==> src/rtl/slot_pkg.sv <==
// Shared constants for the slot RAM-disk/ROM controller: register offsets,
// bus-phase values and CTRL register bit positions.
package slot_pkg;

  localparam logic [3:0] REG_PTR_L = 4'h0;
  localparam logic [3:0] REG_PTR_M = 4'h1;
  localparam logic [3:0] REG_PTR_H = 4'h2;
  localparam logic [3:0] REG_DATA  = 4'h3;
  localparam logic [3:0] REG_CTRL  = 4'h4;
  localparam logic [3:0] REG_CNT_L = 4'h5;
  localparam logic [3:0] REG_CNT_H = 4'h6;
  localparam logic [3:0] REG_BANK  = 4'hF;

  // S0 is the idle/unsynchronised phase; S1..S7 walk one bus cycle.
  localparam logic [2:0] S0 = 3'd0;
  localparam logic [2:0] S1 = 3'd1;
  localparam logic [2:0] S2 = 3'd2;
  localparam logic [2:0] S3 = 3'd3;
  localparam logic [2:0] S4 = 3'd4;
  localparam logic [2:0] S5 = 3'd5;
  localparam logic [2:0] S6 = 3'd6;
  localparam logic [2:0] S7 = 3'd7;

  localparam int CTRL_DIR_BIT  = 7;
  localparam int CTRL_ZERO_BIT = 6;
  localparam int CTRL_CH_W     = 3;

endpackage

==> src/rtl/slot_ptr_chan.sv <==
// One auto-stepping SRAM address pointer channel: byte-lane pointer, step
// direction, +/-1 stepper and (with SLOT_XFER_COUNT_EN) a transfer down-counter.
module slot_ptr_chan
  import slot_pkg::*;
#(
  parameter int ADDR_W = 24
) (
  input  logic              clk_i,
  input  logic              rst_i,
  input  logic [7:0]        din_i,
  input  logic              we_l_i,
  input  logic              we_m_i,
  input  logic              we_h_i,
  input  logic              we_dir_i,
  input  logic              we_cl_i,
  input  logic              we_ch_i,
  input  logic              dec_i,
  input  logic              step_i,
  output logic [ADDR_W-1:0] ptr_o,
  output logic              dir_o,
  output logic [15:0]       cnt_o
);

  localparam int HI_W = ADDR_W - 16;

  logic [ADDR_W-1:0] ptr_q, ptr_d;
  logic              dir_q, dir_d;

  always_comb begin
    ptr_d = ptr_q;
    dir_d = dir_q;
    if (we_l_i)   ptr_d[7:0]         = din_i;
    if (we_m_i)   ptr_d[15:8]        = din_i;
    if (we_h_i)   ptr_d[ADDR_W-1:16] = din_i[HI_W-1:0];
    if (we_dir_i) dir_d              = din_i[CTRL_DIR_BIT];
    // Adding all-ones is the -1 step; both directions wrap modulo 2^ADDR_W.
    if (step_i)   ptr_d = ptr_q + (dir_q ? {ADDR_W{1'b1}} : ADDR_W'(1));
  end

  always_ff @(posedge clk_i) begin
    if (rst_i) begin
      ptr_q <= '0;
      dir_q <= 1'b0;
    end else begin
      ptr_q <= ptr_d;
      dir_q <= dir_d;
    end
  end

  assign ptr_o = ptr_q;
  assign dir_o = dir_q;

`ifdef SLOT_XFER_COUNT_EN
  logic [15:0] cnt_q, cnt_d;

  always_comb begin
    cnt_d = cnt_q;
    if (we_cl_i) cnt_d[7:0]  = din_i;
    if (we_ch_i) cnt_d[15:8] = din_i;
    if (dec_i && (cnt_q != 16'd0)) cnt_d = cnt_q - 16'd1;
  end

  always_ff @(posedge clk_i) begin
    if (rst_i) cnt_q <= '0;
    else       cnt_q <= cnt_d;
  end

  assign cnt_o = cnt_q;
`else
  logic unused_cnt_ctl;
  assign unused_cnt_ctl = we_cl_i ^ we_ch_i ^ dec_i;
  assign cnt_o          = 16'd0;
`endif

endmodule

==> src/rtl/slot_ramdisk_ctrl.sv <==
// Apple II slot RAM-disk/ROM controller with NCH stepping SRAM pointers.
// Optional transfer counters are built when SLOT_XFER_COUNT_EN is defined.
module slot_ramdisk_ctrl
  import slot_pkg::*;
#(
  parameter int ADDR_W = 24,
  parameter int NCH    = 2,
  parameter int BANK_W = 1
) (
  input  logic              C7M,
  input  logic              RES,
  input  logic              PHI1,
  input  logic [15:0]       A,
  input  logic              nWE,
  input  logic              nDEVSEL,
  input  logic              nIOSEL,
  input  logic              nIOSTRB,
  input  logic [7:0]        Din,
  output logic [7:0]        Dout,
  output logic              DOE,
  output logic              RDOE,
  output logic [ADDR_W-1:0] RA,
  output logic              nRAMROMCS,
  input  logic              RAMROMCSgb,
  output logic              RAMCS,
  output logic              nROMCS
);

  localparam int CH_BITS = (NCH > 1) ? $clog2(NCH) : 0;
  localparam int CH_W    = (CH_BITS > 0) ? CH_BITS : 1;
  localparam logic [CH_W-1:0] CH_MASK = CH_W'(NCH - 1);

  logic [2:0]        s_q, s_d;
  logic              phi1_last_q, phi0seen_q, phi0seen_d;
  logic              dben_q, dben_d, csen_q, csen_d;
  logic              regen_q, regen_d, ioromen_q, ioromen_d;
  logic              pend_q, pend_d;
  logic [CH_W-1:0]   pend_ch_q, pend_ch_d, ch_q, ch_d;
  logic [BANK_W-1:0] bank_q, bank_d;

  logic              iosel, iostrb, reg_sel, data_sel, reg_wr, ctrl_wr, data_acc, step_now;
  logic [CH_W-1:0]   new_ch;
  logic [ADDR_W-1:0] ptr_a [NCH];
  logic              dir_a [NCH];
  logic [15:0]       cnt_a [NCH];
  logic [ADDR_W-1:0] cur_ptr;
  logic [23:0]       cur_ptr24;
  logic [15:0]       cur_cnt;
  logic              cur_zero;
  logic              unused_addr;

  assign unused_addr = ^A[15:11];

  assign iosel    = ~nIOSEL;
  assign iostrb   = ~nIOSTRB;
  assign reg_sel  = ~nDEVSEL & regen_q;
  assign data_sel = reg_sel & (A[3:0] == REG_DATA);
  assign reg_wr   = reg_sel & ~nWE & (s_q == S6);
  assign ctrl_wr  = reg_wr & (A[3:0] == REG_CTRL);
  assign data_acc = data_sel & (s_q == S6);
  assign step_now = pend_q & (s_q == S2);
  assign new_ch   = Din[CH_W-1:0] & CH_MASK;

  always_comb begin
    s_d        = s_q + 3'd1;
    if (PHI1 && !phi1_last_q && phi0seen_q) s_d = S1;
    else if ((s_q == S0) || (s_q == S7))    s_d = s_q;
    phi0seen_d = phi0seen_q | ~PHI1;
    dben_d     = (s_q >= S4);
    csen_d     = ((s_q == S4) & nWE) | (s_q >= S5);
    regen_d    = regen_q;
    ioromen_d  = ioromen_q;
    if ((s_q == S4) && iosel) begin
      regen_d   = 1'b1;
      ioromen_d = 1'b1;
    end else if ((s_q == S4) && iostrb && (A[10:0] == 11'h7FF)) begin
      ioromen_d = 1'b0;
    end
    // The step target is latched at the access so a later CTRL write cannot redirect it.
    pend_d    = pend_q;
    pend_ch_d = pend_ch_q;
    if (data_acc) begin
      pend_d    = 1'b1;
      pend_ch_d = ch_q;
    end else if (s_q == S2) begin
      pend_d = 1'b0;
    end
    ch_d   = ctrl_wr ? new_ch : ch_q;
    bank_d = (reg_wr && (A[3:0] == REG_BANK)) ? Din[BANK_W-1:0] : bank_q;
  end

  always_ff @(posedge C7M) begin
    if (RES) begin
      s_q         <= S0;
      phi1_last_q <= 1'b0;
      phi0seen_q  <= 1'b0;
      dben_q      <= 1'b0;
      csen_q      <= 1'b0;
      regen_q     <= 1'b0;
      ioromen_q   <= 1'b0;
      pend_q      <= 1'b0;
      pend_ch_q   <= '0;
      ch_q        <= '0;
      bank_q      <= '0;
    end else begin
      s_q         <= s_d;
      phi1_last_q <= PHI1;
      phi0seen_q  <= phi0seen_d;
      dben_q      <= dben_d;
      csen_q      <= csen_d;
      regen_q     <= regen_d;
      ioromen_q   <= ioromen_d;
      pend_q      <= pend_d;
      pend_ch_q   <= pend_ch_d;
      ch_q        <= ch_d;
      bank_q      <= bank_d;
    end
  end

  for (genvar i = 0; i < NCH; i++) begin : g_chan
    logic own;
    assign own = (ch_q == CH_W'(i));
    slot_ptr_chan #(.ADDR_W(ADDR_W)) u_chan (
      .clk_i    (C7M),
      .rst_i    (RES),
      .din_i    (Din),
      .we_l_i   (reg_wr & own & (A[3:0] == REG_PTR_L)),
      .we_m_i   (reg_wr & own & (A[3:0] == REG_PTR_M)),
      .we_h_i   (reg_wr & own & (A[3:0] == REG_PTR_H)),
      .we_dir_i (ctrl_wr & (new_ch == CH_W'(i))),
      .we_cl_i  (reg_wr & own & (A[3:0] == REG_CNT_L)),
      .we_ch_i  (reg_wr & own & (A[3:0] == REG_CNT_H)),
      .dec_i    (data_acc & own),
      .step_i   (step_now & (pend_ch_q == CH_W'(i))),
      .ptr_o    (ptr_a[i]),
      .dir_o    (dir_a[i]),
      .cnt_o    (cnt_a[i])
    );
  end

  assign cur_ptr   = ptr_a[ch_q];
  assign cur_ptr24 = 24'(cur_ptr);
  assign cur_cnt   = cnt_a[ch_q];
`ifdef SLOT_XFER_COUNT_EN
  assign cur_zero  = (cur_cnt == 16'd0);
`else
  assign cur_zero  = 1'b0;
`endif

  always_comb begin
    Dout = 8'h00;
    case (A[3:0])
      REG_PTR_L: Dout = cur_ptr24[7:0];
      REG_PTR_M: Dout = cur_ptr24[15:8];
      REG_PTR_H: Dout = cur_ptr24[23:16];
      REG_CTRL: begin
        Dout[CTRL_CH_W-1:0]  = CTRL_CH_W'(ch_q);
        Dout[CTRL_ZERO_BIT]  = cur_zero;
        Dout[CTRL_DIR_BIT]   = dir_a[ch_q];
      end
      REG_CNT_L: Dout = cur_cnt[7:0];
      REG_CNT_H: Dout = cur_cnt[15:8];
      default:   Dout = 8'h00;
    endcase
  end

  always_comb begin
    RA = cur_ptr;
    if (iosel || iostrb) begin
      RA               = '0;
      RA[10:0]         = A[10:0];
      RA[11 +: BANK_W] = bank_q;
    end
  end

  assign RAMCS     = data_sel & csen_q;
  assign nROMCS    = ~(csen_q & ((iosel & RAMROMCSgb) | (iostrb & ioromen_q)));
  assign nRAMROMCS = ~(data_sel | iosel);
  assign RDOE      = dben_q & ~nWE;
  assign DOE       = dben_q & nWE & ((reg_sel & ~data_sel) | (data_sel & RAMROMCSgb) |
                                     (iosel & RAMROMCSgb) | (iostrb & ioromen_q));

endmodule

==> config.mk <==
export PLATFORM = sky130hd
export DESIGN_NAME = slot_ramdisk_ctrl
export DESIGN_NICKNAME = d
export VERILOG_FILES = /design/src/rtl/slot_pkg.sv /design/src/rtl/slot_ptr_chan.sv /design/src/rtl/slot_ramdisk_ctrl.sv
export SDC_FILE = /design/constraint.sdc
export NUM_CORES = 1
export LEC_CHECK = 0
export ABC_AREA = 1
export CAP_MARGIN = 20
export CORE_ASPECT_RATIO = 1.1
export CORE_UTILIZATION = 60
export DETAILED_ROUTE_END_ITERATION = 8
export GPL_TIMING_DRIVEN = 0
export PLACE_DENSITY = 0.83
export REMOVE_ABC_BUFFERS = 1
export SLEW_MARGIN = 20
export SYNTH_ARGS = -nofsm -noshare
export SYNTH_HDL_FRONTEND = slang
export SYNTH_HIERARCHICAL = 1
export SYNTH_SLANG_ARGS = --single-unit
==> constraint.sdc <==
create_clock -name C7M -period 2.6 [get_ports C7M]
set_input_delay 0.26 -clock C7M [delete_from_list [all_inputs] [get_ports C7M]]
set_output_delay 0.26 -clock C7M [all_outputs]
set_load 0.02 [all_outputs]
# Word-level counts from Yosys, hierarchy flattened
# Index checks and enable logic that the tools add are counted.
# classes
reduce_logical	20
mux	28
addsub	3
bitwise_logic	48
n_eq_ne	13
n_lt_le_gt_ge	3
# op_table
operator	count
$mux W24	8
$add A24 B24 Y24	2
$mux W8	6
$mux W16	2
$and A1 B1 Y1	29
$pmux W3 S6	1
$reduce_bool A2 Y1	8
$pmux W3 S5	1
$eq A4 B3 Y1 const B	3
$pmux W2 S6	1
$eq A11 B11 Y1 const B	1
$not A1 Y1	11
$eq A3 B3 Y1 const B	3
$mux W1	9
$eq A4 B2 Y1 const B	2
$or A1 B1 Y1	7
$ge A3 B3 Y1 const B	2
$logic_and A1 B1 Y1	6
$eq A4 B1 Y1 const B	1
$eq A4 B4 Y1 const B	1
$logic_not A4 Y1	1
$add A3 B1 Y3 const B	1
$eq A3 B2 Y1 const B	1
$logic_not A3 Y1	1
6 further kinds	7
# word_totals
output_inout_bits	37
ff_bits	63

# Longest topological paths before layout
# Gate-level depths: netlist of the first run.
# depth
word_depth	9
mapped_depth	14

# Hierarchy
# The synthesis of the first run kept the hierarchy.
# modules_own_cells
module	n_inst	cells_per_inst	seq_area_each_um2	area_each_um2
slot_ptr_chan	2	533	500.5	2991.6
slot_ramdisk_ctrl	1	360	260.2	1833.0

# Least setup slack after synthesis of the first run
# Ideal clock, no wire load.
# synth_timing
path_type	reg-to-reg
from	register g_chan[0].u_chan.dir_q
to	register g_chan[0].u_chan.ptr_q[16]
setup_time_ps	132
path_slack_ps	492
path_buffers	0
stages_incl_launch_ff	13
period_less_slack_ps	2108
arrival_ps	1976
cell_sequence	dfxtp_1 inv_1 fa_1 inv_1 nand3_1 nand3_1 nand3_1 nand2_1 nand2_1 nand2_1 nand2_1 nand3_1 a21oi_1
# synth_between
elab_chain_cells	3
# synth_rtl
item	line	rtl
start: declaration	slot_ptr_chan.sv:27	logic dir_q, dir_d;
start signal: assignment	slot_ptr_chan.sv:46	dir_q <= dir_d;
$mux W24	slot_ptr_chan.sv:37	if (step_i) ptr_d = ptr_q + (dir_q ? {ADDR_W{1'b1}} : ADDR_W'(1));
$add A24 B24 Y24	slot_ptr_chan.sv:37	
$mux W24	slot_ptr_chan.sv:37	
end signal: assignment	slot_ptr_chan.sv:45	ptr_q <= ptr_d;
end: declaration	slot_ptr_chan.sv:26	logic [ADDR_W-1:0] ptr_q, ptr_d;
# No other way between the ends.
# A chain may end at the register's enable or synchronous reset.

# Final worst setup path of the first run
# layout_timing
from	register ch_q
to	output Dout[3]
# layout_between
elab_chain_cells	5
# layout_rtl
item	line	rtl
start: declaration	slot_ramdisk_ctrl.sv:38	logic [CH_W-1:0] pend_ch_q, pend_ch_d, ch_q, ch_d;
start signal: assignment	slot_ramdisk_ctrl.sv:115	ch_q <= ch_d;
$not A1 Y2 (not written as such)	slot_ramdisk_ctrl.sv:141	assign cur_ptr = ptr_a[ch_q];
$mux W24 (not written as such) (3 in a row)	slot_ramdisk_ctrl.sv:141	
$pmux W3 S5	slot_ramdisk_ctrl.sv:152	case (A[3:0])
end: declaration	slot_ramdisk_ctrl.sv:19	output logic [7:0] Dout,
# No other way between the ends. The select of a mux whose other input is x is not followed.

==> results of run 1 <==
cell usage in the layout (no fill, tap or decap), types with 10 or more instances in the layout:
master	n
conb_1	32
nand3_1	113
a21oi_1	70
dfxtp_1	60
nand2_2	15
or2_1	16
nand3_2	10
inv_1	236
ha_1	48
nor2_4	12
o21ai_0	52
clkdlybuf4s50_1	59
nor2_1	128
nor2_2	11
inv_2	13
or2_2	14
nand2_1	466
nand4_1	16
a31oi_1	16
o21ai_1	16
worst max path at each step:
stage | end | slack (ps) | cells past startpoint
2_1_floorplan | g_chan[1].u_chan/ptr_o[1]$_SDFFE_PP0P_ | -190 | 11
3_5_place_dp | g_chan[0].u_chan/ptr_o[1]$_SDFFE_PP0P_ | -430 | 11
4_1_cts | Dout[1] | 2 | 7
3_3_place_gp | g_chan[0].u_chan/ptr_o[0]$_SDFFE_PP0P_ | -1840 | 9
5_1_grt | Dout[5] | 10 | 7
6_report | Dout[3] | 90 | 6
worst max-delay path: cells and delay by family, from the launching register on:
kind | cells | cell delay, ps
buffers and inverters | 2 | 710
flip-flops | 1 | 480
AO/OA/AOI/OAI | 1 | 370
AND/OR/NAND/NOR | 3 | 340
sequential cells by signal, indices dropped and copies added, names as in the netlist:
| name | cells |
|---|---|
| csen_q | 1 |
| pend_q | 1 |
| phi0seen_q | 1 |
| g_chan.u_chan/ptr_o | 48 |
| s_q | 3 |
| dben_q | 1 |
| ch_q | 1 |
| regen_q | 1 |
| g_chan.u_chan/dir_o | 2 |
| ioromen_q | 1 |
| pend_ch_q | 1 |
| bank_q | 1 |
| phi1_last_q | 1 |
power groups by stage:
stage          clock, mW  sequential [mW]  combinational (mW)
3_5_place_dp           0             1.00               0.267
4_1_cts             1.21            0.980               0.269
2_1_floorplan          0             1.00               0.131
3_3_place_gp           0             1.00               0.262
6_report            1.20            0.978               0.276
5_1_grt             1.26            0.978               0.300
layout make-up:
cell class | instances | area (µm²) | share of cell area [%]
timing repair buffer | 67 | 703.2 | 7.967
clock buffer | 10 | 239.0 | 2.708
clock inverter | 6 | 60.06 | 0.6805
sequential | 63 | 1272 | 14.42
inverter | 252 | 959.7 | 10.87
multi-input combinational | 1077 | 5395 | 61.13
tap | 157 | 196.4 | 2.226
layer usage:
metal / track usage, % / up-vias / wire length [µm]
met5: 0 / - / 0
met1: 43.53 / 3911 / 9898
met3: 5.174 / 83 / 1788
met4: 21.33 / 0 / 1361
met2: 59.36 / 376 / 11020
li1: - / 4486 / -
through the flow:
step | setup WS (ps) | util [%]
final | 88.25 | 69.81
after global routing | 10.48 | 69.81
after CTS | 2.323 | 69.37
after detailed placement | -433.9 | 66.76
after global placement | -1841 | 66.21
after floorplan | -187.6 | -
repair_timing:
item	in CTS	in global routing
setup endpoints to repair	70	28
setup buffers	0	1
pin swaps	0	0
resized for setup	12	16
==> flow_metrics.py, run 1 <==
metrics = {
    "sta": {
        "post-route-min-period_ps": 2512,
        "fin_skew_ps": 5.022,
        "max_freq_mhz": 398.1,
        "relSlewSlack_pct": 46.83,
        "tightest_slew_ps": 795.7,
        "finalHoldViolations": 0,
        "setup_viol": 0,
        "fin_crit_sh_pct": 96.61,
        "rsz0062_at_grt": "false",
        "tns_ps": 0,
        "drv_slew": 0,
        "worst_hold_slack_ps": 341.0,
    },
    "power": {
        "switchingPower_uw": 615.7,
        "seqPwrFrac_pct": 39.8,
        "power_frac_clock_pct": 49.0,
        "cellPowerDensity_nw_per_um2": 278.3,
        "combPwrFrac_pct": 11.2,
        "ir_worst_vdd_uv": 332.5,
        "swShare_pct": 25.06,
        "total_power_mw": 2.457,
        "p_leak_nw": 4.534,
        "p_int_mw": 1.841,
    },
    "final_layout": {
        "fin_area_um2": 8826,
        "fillers": 1212,
        "drive_gt1_share_pct": 8.203,
        "final_cells": 1632,
        "n_antenna_cell": 0,
        "final_nets": 1552,
        "syn_to_final_growth_pct": 13.21,
    },
    "critical_path": {
        "worstReg2RegStart": "s_q[0]$_SDFFE_PP0P_",
        "endpoint_kind": "output pin",
        "r2r_end": "g_chan[1].u_chan/ptr_o[1]$_SDFFE_PP0P_",
        "reg2reg_slack_ps": 230,
        "path_cells": "inv_6, o21ai_2, nor2_1, nor2_1, nand3_1, clkdlybuf4s50_1",
        "cp.arrival_ps": 2250,
        "critical_path_class": "reg -> out",
        "slowest_delay_ps": 550,
        "worst_path_max_delay_cell": "clkdlybuf4s50_1",
        "rr_worst_depth": 14,
        "critPathLaunchType": "flip-flop",
        "crit_top_cell": "nor2_1",
        "crit_start": "ch_q$_SDFFE_PP0P_",
        "cp_max_fo": 34,
        "required_ps": 2340,
    },
    "logic_synthesis": {
        "synthCells": 1421,
        "syn_avg_cell_area_um2": 5.486,
        "yosysWarnings": 6,
        "synthesis.area_um2": 7796,
    },
    "floorplan": {
        "die_area_um2": 13450,
        "io_pins": 69,
        "die-height_um": 121.6,
        "dieWidth_um": 110.7,
        "rows": 43,
        "initial_utilization_pct": 61.66,
        "coreArea_um2": 12640,
    },
    "clock_network": {
        "cts_tree": "yes",
        "postCtsHoldBufs": 0,
        "root_buffer": "clkbuf_16",
        "clkSlewWorstSetupHoldPaths_ps": 60,
        "cts.htree.levels": 3,
        "clock_sinks": 63,
        "clock_path_buffers": 2,
        "cts_made_buffers": 9,
        "clock_latency_ps": 330,
    },
    "drt": {
        "first_pass_iters": 6,
        "wire_per_inst_um": 14.75,
        "first_iter_violations": 950,
        "wl_mm": 24.06,
        "num_vias": 8856,
        "drc": 0,
        "viasPerCell": 5.426,
        "antenna_left": 0,
    },
    "global_routing": {
        "antenna_found_initial": 0,
        "grt_max_degree": 35,
        "grt_pass1_vias": 7789,
        "grt_pass1_wl_mm": 37.85,
        "grtUsageTotal_pct": 35.50,
        "overflow": 0,
    },
    "run": {
        "cap_violations": 0,
    },
    "placed_design": {
        "hpwl_mm": 19.06,
        "placed_cells": 1615,
        "place_congestion": 0.9428,
        "io_buffers": 63,
        "placedInstanceArea_um2": 8441,
    },
    "worst_hold_path": {
        "hold_depth": 2,
        "hp-class": "in -> reg",
        "whs_endpoint": "pend_q$_SDFFE_PP0P_",
        "hold_start": "RES",
    },
    "run_status": {
        "status": "finished, final reports clean",
    },
}
Power figures use the tool's default switching activity.
==> inputs of run 2 (changes only) <==
--- a/config.mk
+++ b/config.mk
@@ -9,6 +9,7 @@
 export CAP_MARGIN = 20
 export CORE_ASPECT_RATIO = 1.1
 export CORE_UTILIZATION = 60
+export CTS_BUF_LIST = sky130_fd_sc_hd__clkbuf_16
 export DETAILED_ROUTE_END_ITERATION = 8
 export GPL_TIMING_DRIVEN = 0
 export PLACE_DENSITY = 0.83
==> flow_metrics.py, run 2 (synthesized netlist as in run 1, its figures left out) <==
metrics = {
    "global_routing": {
        "overflow": 0,
        "grt_pass1_wl_mm": 37.83,
        "grt_pass1_vias": 7788,
        "grt_max_degree": 35,
        "grtUsageTotal_pct": 35.49,
        "antenna_found_initial": 0,
    },
    "final_layout": {
        "fillers": 1216,
        "final_cells": 1632,
        "syn_to_final_growth_pct": 13.08,
        "multi_input_area_um2": 5395,
        "seq_area_um2": 1272,
        "largest_register_ffs": 48,
        "n_antenna_cell": 0,
        "final_util_pct": 69.73,
        "final_cell_mix": "466 x nand2_1, 236 x inv_1, 128 x nor2_1",
        "final_nets": 1552,
        "fin_area_um2": 8816,
        "layout_commonest_cell": "nand2_1",
        "drive_gt1_share_pct": 8.136,
    },
    "floorplan": {
        "die-height_um": 121.6,
        "dieWidth_um": 110.7,
        "initial_utilization_pct": 61.66,
        "die_area_um2": 13450,
        "coreArea_um2": 12640,
        "io_pins": 69,
        "rows": 43,
    },
    "sta": {
        "finalHoldViolations": 0,
        "relSlewSlack_pct": 45.38,
        "tns_ps": 0,
        "max_freq_mhz": 396.4,
        "rsz0062_at_grt": "false",
        "post-route-min-period_ps": 2522,
        "tightest_slew_ps": 817.3,
        "setup_viol": 0,
        "worst_hold_slack_ps": 337.7,
        "fin_crit_sh_pct": 97.02,
        "fin_skew_ps": 5.629,
        "drv_slew": 0,
    },
    "drt": {
        "first_iter_violations": 820,
        "first_pass_iters": 6,
        "num_vias": 8878,
        "viasPerCell": 5.440,
        "wl_mm": 24.03,
        "drc": 0,
        "antenna_left": 0,
        "wire_per_inst_um": 14.72,
    },
    "clock_network": {
        "postCtsHoldBufs": 0,
        "clock_latency_ps": 340,
        "cts_tree": "yes",
        "clock_path_buffers": 2,
        "clock_sinks": 63,
        "root_buffer": "clkbuf_16",
        "clkSlewWorstSetupHoldPaths_ps": 60,
        "cts.htree.levels": 3,
        "cts_made_buffers": 9,
    },
    "power": {
        "ir_worst_vdd_uv": 341.6,
        "p_leak_nw": 4.528,
        "cellPowerDensity_nw_per_um2": 275.8,
    },
    "critical_path": {
        "endpoint_kind": "output pin",
        "required_ps": 2340,
        "critical_path_class": "reg -> out",
        "cp.arrival_ps": 2260,
        "critPathLaunchType": "flip-flop",
        "cp_max_fo": 34,
    },
    "placed_design": {
        "hpwl_mm": 19.06,
        "placedInstanceArea_um2": 8441,
        "io_buffers": 63,
        "placed_cells": 1615,
        "place_congestion": 0.9428,
    },
    "worst_hold_path": {
        "hp-class": "in -> reg",
    },
    "run": {
        "cap_violations": 0,
    },
    "run_status": {
        "status": "finished, final reports clean",
    },
}
[run 2: cell types whose count changed in the layout (fill, tap and decap cells not counted)]
cell      before  now
clkbuf_8       1    0
clkinv_1       0    1
[run 2: cell type report]
class                   instances  share of cell area [%]
repair buffers                 67                   7.976
clock buffers                   9                   2.555
well taps                     157                   2.228
clock inverters                 7                  0.7238
flip-flops and latches         63                   14.43
multi-input cells            1077                   61.20
inverters                     252                   10.89
[run 2: report_power, final]
part / internal (mW) / switching (mW)
Sequential: 0.971 / 0.00758
Combinational: 0.109 / 0.167
Clock: 0.732 / 0.446
Total: 1.81 / 0.620
[run 2: worst paths after layout]
kind	startpoint	endpoint	slack, ps	cells after the start
max	ch_q$_SDFFE_PP0P_	Dout[3]	80	6
min	RES	pend_q$_SDFFE_PP0P_	340	2
max reg2reg	s_q[0]$_SDFFE_PP0P_	g_chan[1].u_chan/ptr_o[1]$_SDFFE_PP0P_	230	14
min reg2reg	phi0seen_q$_SDFF_PP0_	phi0seen_q$_SDFF_PP0_	450	2
[run 2: per-stage QoR]
stage | total power [mW] | worst slack (ps)
2_1_floorplan | 1.132 | -187.6
3_3_place_gp | 1.264 | -1841
3_5_place_dp | 1.269 | -433.9
4_1_cts | 2.427 | 2.323
5_1_grt | 2.511 | 10.48
6_report | 2.431 | 77.58
[run 2: timing repair]
item	4_1_cts	5_1_grt
endpoints found under the setup margin	70	28
buffers inserted	0	1
pin swaps	0	0
gates resized for setup	12	16
[run 2: critical path, cell delays in order, from the launching register on]
cell and delay, ps:
dfxtp_4 480, inv_6 160, o21ai_2 370, nor2_1 70, nor2_1 160, nand3_1 100
clkdlybuf4s50_1 550
[run 2: routing by layer]
| metal | GRT usage (%) | vias up | routed length (µm) |
|---|---|---|---|
| met2 | 59.36 | 367 | 10970 |
| met5 | 0 | - | 0 |
| met4 | 21.33 | 0 | 1391 |
| met1 | 43.50 | 3932 | 9862 |
| met3 | 5.174 | 91 | 1805 |
| li1 | - | 4488 | - |
==> inputs of run 3 (changes only) <==
--- a/config.mk
+++ b/config.mk
@@ -6,7 +6,7 @@
 export NUM_CORES = 1
 export LEC_CHECK = 0
 export ABC_AREA = 1
-export CAP_MARGIN = 20
+export CAP_MARGIN = 5
 export CORE_ASPECT_RATIO = 1.1
 export CORE_UTILIZATION = 60
 export CTS_BUF_LIST = sky130_fd_sc_hd__clkbuf_16
==> results of run 3 <==
No change in the layout: final DEF, timing and power equal those of run 2.
